==> src/rtl/turno_jogador_display_pkg.sv <==
// Shared definitions for the turn display: state codes and active-low
// 7-segment patterns (bit i = segment i, a..g).
package turno_jogador_display_pkg;

    typedef enum logic [1:0] {
        OCIOSO  = 2'd0,
        JOGANDO = 2'd1,
        ERRO    = 2'd2,
        FIM     = 2'd3
    } estado_t;

    localparam logic [6:0] SEG_TRACO   = 7'b0111111;
    localparam logic [6:0] SEG_E       = 7'b0000110;
    localparam logic [6:0] SEG_APAGADO = 7'b1111111;

    localparam logic [6:0] SEG_1 = 7'b1111001;
    localparam logic [6:0] SEG_2 = 7'b0100100;
    localparam logic [6:0] SEG_3 = 7'b0110000;
    localparam logic [6:0] SEG_4 = 7'b0011001;
    localparam logic [6:0] SEG_5 = 7'b0010010;
    localparam logic [6:0] SEG_6 = 7'b0000010;
    localparam logic [6:0] SEG_7 = 7'b1111000;
    localparam logic [6:0] SEG_8 = 7'b0000000;
    localparam logic [6:0] SEG_9 = 7'b0010000;

endpackage

==> src/rtl/turno_jogador_display_digito.sv <==
// Combinational digit decoder: values 1..9 map to their glyph, anything
// else shows a dash.
module hexa7seg_digito
    import turno_jogador_display_pkg::*;
(
    input  logic [3:0] valor,
    output logic [6:0] seg
);

    always_comb begin
        seg = SEG_TRACO;
        case (valor)
            4'd1:    seg = SEG_1;
            4'd2:    seg = SEG_2;
            4'd3:    seg = SEG_3;
            4'd4:    seg = SEG_4;
            4'd5:    seg = SEG_5;
            4'd6:    seg = SEG_6;
            4'd7:    seg = SEG_7;
            4'd8:    seg = SEG_8;
            4'd9:    seg = SEG_9;
            default: seg = SEG_TRACO;
        endcase
    end

endmodule

==> src/rtl/turno_jogador_display.sv <==
// Turn indicator for an N-player game: tracks whose turn it is, blinks "E"
// on an invalid move and blinks the winner's digit once the game ends.
module turno_jogador_display
    import turno_jogador_display_pkg::*;
#(
    parameter int N_JOGADORES   = 2,
    parameter int BLINK_CICLOS  = 25000000,
    parameter int ERRO_PISCADAS = 3,
    localparam int W = (N_JOGADORES > 1) ? $clog2(N_JOGADORES) : 1
) (
    input  logic         clock,
    input  logic         reset,
    input  logic         iniciar,
    input  logic         passa_vez,
    input  logic         erro,
    input  logic         fim_jogo,
    output logic [W-1:0] jogador,
    output logic [1:0]   estado,
    output logic [6:0]   display
);

    localparam int CW = (BLINK_CICLOS > 1) ? $clog2(BLINK_CICLOS) : 1;
    localparam int MW = (2 * ERRO_PISCADAS > 1) ? $clog2(2 * ERRO_PISCADAS) : 1;

    estado_t        estado_q, estado_d;
    logic [W-1:0]   jogador_q, jogador_d;
    logic [CW-1:0]  cnt_q, cnt_d;
    logic [MW-1:0]  meia_q, meia_d;
    logic           fase_q, fase_d;
    logic [6:0]     display_q, display_d;

    logic           fim_meia;
    logic [3:0]     digito_val;
    logic [6:0]     digito_seg;
    logic [6:0]     digito_ok;

    assign fim_meia = (cnt_q == CW'(BLINK_CICLOS - 1));

    always_comb begin
        estado_d  = estado_q;
        jogador_d = jogador_q;
        cnt_d     = cnt_q;
        meia_d    = meia_q;
        fase_d    = fase_q;

        if (iniciar) begin
            estado_d  = JOGANDO;
            jogador_d = '0;
            cnt_d     = '0;
            meia_d    = '0;
            fase_d    = 1'b0;
        end else begin
            case (estado_q)
                JOGANDO: begin
                    if (fim_jogo || erro) begin
                        estado_d = fim_jogo ? FIM : ERRO;
                        cnt_d    = '0;
                        meia_d   = '0;
                        fase_d   = 1'b0;
                    end else if (passa_vez) begin
                        jogador_d = (jogador_q == W'(N_JOGADORES - 1)) ? '0 : jogador_q + 1'b1;
                    end
                end
                ERRO: begin
                    if (fim_jogo) begin
                        estado_d = FIM;
                        cnt_d    = '0;
                        meia_d   = '0;
                        fase_d   = 1'b0;
                    end else if (fim_meia) begin
                        // Last half-period done: the error display has run its full length.
                        if (meia_q == MW'(2 * ERRO_PISCADAS - 1)) begin
                            estado_d = JOGANDO;
                            meia_d   = '0;
                            fase_d   = 1'b0;
                        end else begin
                            meia_d = meia_q + 1'b1;
                            fase_d = ~fase_q;
                        end
                        cnt_d = '0;
                    end else begin
                        cnt_d = cnt_q + 1'b1;
                    end
                end
                FIM: begin
                    if (fim_meia) begin
                        cnt_d  = '0;
                        fase_d = ~fase_q;
                    end else begin
                        cnt_d = cnt_q + 1'b1;
                    end
                end
                default: ;
            endcase
        end
    end

    // Decode from next-state values so the registered display lines up with estado/jogador.
    assign digito_val = 4'(jogador_d) + 4'd1;
    assign digito_ok  = (jogador_d <= W'(N_JOGADORES - 1)) ? digito_seg : SEG_TRACO;

    hexa7seg_digito u_digito (
        .valor (digito_val),
        .seg   (digito_seg)
    );

    always_comb begin
        display_d = SEG_TRACO;
        case (estado_d)
            OCIOSO:  display_d = SEG_TRACO;
            JOGANDO: display_d = digito_ok;
            ERRO:    display_d = fase_d ? SEG_APAGADO : SEG_E;
            FIM:     display_d = fase_d ? SEG_APAGADO : digito_ok;
            default: display_d = SEG_TRACO;
        endcase
    end

    always_ff @(posedge clock) begin
        if (!reset) begin
            estado_q  <= OCIOSO;
            jogador_q <= '0;
            cnt_q     <= '0;
            meia_q    <= '0;
            fase_q    <= 1'b0;
            display_q <= SEG_TRACO;
        end else begin
            estado_q  <= estado_d;
            jogador_q <= jogador_d;
            cnt_q     <= cnt_d;
            meia_q    <= meia_d;
            fase_q    <= fase_d;
            display_q <= display_d;
        end
    end

    assign jogador = jogador_q;
    assign estado  = estado_q;
    assign display = display_q;

endmodule
==> config.mk <==
export PLATFORM = sky130hd
export DESIGN_NAME = turno_jogador_display
export DESIGN_NICKNAME = d
export VERILOG_FILES = /design/src/rtl/turno_jogador_display_pkg.sv /design/src/rtl/turno_jogador_display_digito.sv /design/src/rtl/turno_jogador_display.sv
export SDC_FILE = /design/constraint.sdc
export NUM_CORES = 1
export LEC_CHECK = 0
export CORE_MARGIN = 1
export CORE_UTILIZATION = 55
export CTS_BUF_LIST = sky130_fd_sc_hd__clkbuf_8 sky130_fd_sc_hd__clkbuf_16
export DETAILED_ROUTE_END_ITERATION = 16
export PLACE_DENSITY_LB_ADDON = 0.3
export SETUP_SLACK_MARGIN = 0.02
export SYNTH_ARGS = -nofsm -noshare
export SYNTH_HDL_FRONTEND = slang
export SYNTH_SLANG_ARGS = --single-unit
==> constraint.sdc <==
create_clock -name clock -period 2.9 [get_ports clock]
set_clock_uncertainty 0.05 [all_clocks]
set_input_delay 0.435 -clock clock [delete_from_list [all_inputs] [get_ports clock]]
set_output_delay 0.435 -clock clock [all_outputs]
set_load 0.02 [all_outputs]
==> flow_summary.rst <==
.. list-table::
   :header-rows: 1

   * - Metric
     - Value
   * - Cell area after layout
     - 2227 um2
   * - Root buffer selected by CTS
     - sky130_fd_sc_hd__clkbuf_8
   * - Antenna violations before repair
     - 0
   * - Number of global-route vias before repair
     - 1,412
   * - Maximum fanout encountered on the critical timing path
     - 6
   * - Delay of the slowest critical-path stage
     - 0.40 ns
   * - Type of the setup path with the least slack
     - flip-flop to flip-flop
   * - # Post-CTS Setup Buffers
     - 0
   * - Setup repair after global routing missed its margin
     - false
   * - Post-Layout Cell Count
     - 287
   * - Final hold vios
     - 0
   * - Relative slew slack
     - 51.11%
   * - Post-route ant nets
     - 0
   * - Core Rows
     - 21
   * - Relative area change from synthesis to final layout
     - 15.43%
   * - Final clock period utilization by the worst path
     - 77.22%
   * - Area of the core region
     - 3337 um2
   * - Syn Std Cell Area
     - 1929 um2
   * - Final Util
     - 66.74%
   * - Area contributors post-synth
     - sky130_fd_sc_hd__dfxtp_1, sky130_fd_sc_hd__nor2_1, sky130_fd_sc_hd__xor2_1
   * - Clock insertion delay at the later pin of the skew report
     - 0.29 ns
   * - Reg-to-reg startpoint
     - estado[1]
   * - Peak supply drop
     - 0.0003836 V
   * - Dpl hpwl
     - 2.758 mm
   * - Number of clock sinks seen by CTS
     - 37
   * - Buffers from clock root to sink, at most
     - 2
   * - Post-Syn Instances
     - 224
   * - Wire length of the first global-routing pass
     - 6.389 mm
   * - Synthesized netlist net count
     - 235
   * - Clock tree from TritonCTS
     - yes
   * - Register area share after synthesis
     - 38.39%
   * - Clock share of power
     - 42.4%
   * - Number of cells upsized or downsized after cts
     - 0
   * - Most common library cell in the layout ignoring fill and taps
     - sky130_fd_sc_hd__dfxtp_1
   * - Final worst slack
     - 0.6607 ns
   * - Worst hold-check slack
     - 0.4557 ns
   * - Number of buffers created by CTS
     - 5
   * - Fraction of post-synthesis cell area in the top cell type by area
     - 38.39%
   * - Detailed-router iteration count before antenna repair
     - 4
   * - Switching power summed over all nets
     - 0.2581 mW
   * - Horiz. Die Dim
     - 61.23 um
   * - Type of origin of the critical path
     - flip-flop
   * - Status
     - finished, final reports clean
   * - Net total in the final layout
     - 251
   * - Minimum period implied by the final worst setup slack
     - 2.239 ns
   * - CP Data Required Time
     - 3.07 ns
   * - Number of top-level pins
     - 16
   * - Cell area after placement
     - 2107 um2
   * - List of cells traversed by the critical path
     - inv_1 > ha_1 > nor3b_2 > nor4b_4 > and3_4 > nand2_4 > or3_1 > a21oi_2
   * - Via density per instance
     - 5.575
   * - Internal power
     - 0.8452 mW
   * - Count of final max-slew check failures
     - 0
   * - Crit path capture type
     - flip-flop
   * - Data arrival at the endpoint of the critical path
     - 2.41 ns
   * - Die area
     - 3749 um2
   * - Worst R2R End
     - cnt_q[23]
   * - Routed length per placed instance
     - 13.45 um
   * - Slowest cell on the critical path
     - sky130_fd_sc_hd__dfxtp_1
   * - Start point of the worst hold path
     - meia_q[2]
   * - Switch share
     - 23.40%
   * - Vias
     - 1,600
   * - Post-CTS clock slew at the launch and capture registers of the worst setup and hold paths
     - 0.08 ns
   * - LEAKAGE
     - 0.7636 nW
   * - Cell type with the largest total area after synthesis
     - sky130_fd_sc_hd__dfxtp_1
   * - Htree depth
     - 2
   * - Total power draw
     - 1.103 mW
   * - Quantity of I/O buffers inserted on ports
     - 15
   * - GRT Resource Usage Total
     - 23.15%
   * - DRC Markers
     - 0
   * - Antenna fix cells
     - 0
   * - Total overflow reported by the global router
     - 0
   * - Fill cell count
     - 285
   * - Number of synthesis warnings
     - 0
   * - Worst Tran Pin Value
     - 0.7334 ns
   * - Power density cells
     - 495.4 nW/um2
   * - Final routed wirelength across all metal layers
     - 3.859 mm
   * - Setup violators final
     - 0
   * - Number of distinct library cells after synthesis
     - 47
   * - Synth Area per Inst
     - 8.613 um2
   * - Hold buffer count at cts
     - 0
   * - Largest net degree at the start of global routing
     - 25
   * - Proportion of layout cells with a drive suffix above 1
     - 8.299%
   * - Endpoint, Worst Hold
     - meia_q[2]
   * - Min-delay worst type
     - flip-flop to flip-flop
   * - Register-to-Register Path Depth
     - 8
   * - Number of instances on the worst hold path
     - 2
   * - Final estimated routing congestion in global placement
     - 0.8076
   * - Final total negative setup slack
     - 0 ns
   * - Max-cap viol count
     - 0
   * - Starting density of the core
     - 57.82%
   * - Timing-limited maximum frequency
     - 446.6 MHz
   * - Placed cell count
     - 279
   * - Sequential fraction of design power
     - 47.3%
   * - Comb power frac
     - 10.3%
   * - Die H
     - 61.23 um
   * - Minimum setup slack among reg-to-reg paths
     - 0.66 ns
   * - Flip-flop and latch count after synthesis
     - 37
   * - Most frequent cells in the layout
     - sky130_fd_sc_hd__dfxtp_1, sky130_fd_sc_hd__nor2_1, sky130_fd_sc_hd__nand2_1
   * - Initial DRC count
     - 68
   * - Placement Setup Slack
     - 0.4793 ns
==> layer usage <==
metal	share of wire, %	vias to the layer above	global-route usage [%]
met2	44	16	36.02
met3	3.2	6	7.143
met1	51	757	30.62
met5	0	-	0
met4	1.3	0	7.468
li1	-	821	-
==> worst max path at each step <==
stage / start / end / slack [ns] / cells after the start
final: estado[1] / cnt_q[23] / 0.66 / 8
after global routing: estado[1] / cnt_q[23] / 0.46 / 8
after CTS: estado[1] / cnt_q[23] / 0.65 / 8
after global placement: erro / cnt_q[23] / 0.52 / 7
after floorplan: estado[1] / cnt_q[23] / 0.71 / 8
after detailed placement: fim_jogo / cnt_q[1] / 0.48 / 5
==> power by group through the flow <==
stage                     combinational (mW)  sequential [mW]  clock [mW]
after floorplan                       0.0643            0.544           0
after global placement                 0.112            0.534           0
after detailed placement               0.113            0.535           0
after CTS                              0.113            0.522       0.474
after global routing                   0.126            0.524       0.490
final                                  0.113            0.522       0.468
==> Yosys cell counts (all sizes together) <==
master / number
or3: 3
a32o: 1
o211a: 1
nor3b: 1
or3b: 1
and4bb: 1
dfxtp: 37
a22oi: 1
nor4bb: 2
and3: 7
buf: 8
o22ai: 1
inv: 6
nand3b: 5
xnor2: 6
nor3: 2
a21oi: 13
nor4b: 1
nand2: 17
nor2b: 3
a41oi: 1
or2: 1
o2bb2ai: 1
o311a: 1
o311ai: 1
o21bai: 1
nand2b: 3
a21o: 2
and2: 6
o21ai: 9
ha: 5
nor4: 3
xor2: 13
a311oi: 1
nand4: 7
nor2: 35
and4: 5
o2111ai: 2
a21boi: 1
a311o: 1
nand3: 8
==> cell type report <==
| cell class | count | area, um2 | area share, % |
|---|---|---|---|
| multi-input cells | 173 | 1121 | 50.34 |
| flip-flops and latches | 37 | 740.7 | 33.26 |
| repair buffers | 17 | 165.2 | 7.416 |
| clock buffers | 6 | 82.58 | 3.708 |
| well taps | 46 | 57.56 | 2.584 |
| clock inverters | 2 | 37.54 | 1.685 |
| inverters | 6 | 22.52 | 1.011 |
==> cell families (layout without fill, tap and decap cells) <==
logic type,after synthesis,count (layout),share of synthesized area (%)
flops,37,37,38.39
xor+xnor,19,19,8.625
fa+ha+maj,5,5,3.243
buf+inv,14,31,3.502
simple gates,111,111,32.95
compound gates,38,38,13.30
==> flip-flops by register name, summed over array words and instances (netlist names) <==
register / count
meia_q: 3
jogador: 1
estado: 2
cnt_q: 25
display: 5
fase_q: 1
==> critical path, delay by kind of cell (launching register included) <==
kind                     cells  cell delay (ns)
AO/OA/AOI/OAI                1             0.13
AND/OR/NAND/NOR              5             1.26
flip-flops                   1             0.40
adder cells (fa/ha/maj)      1             0.23
buffers and inverters        1             0.10
(Power assumes the default switching activity.)
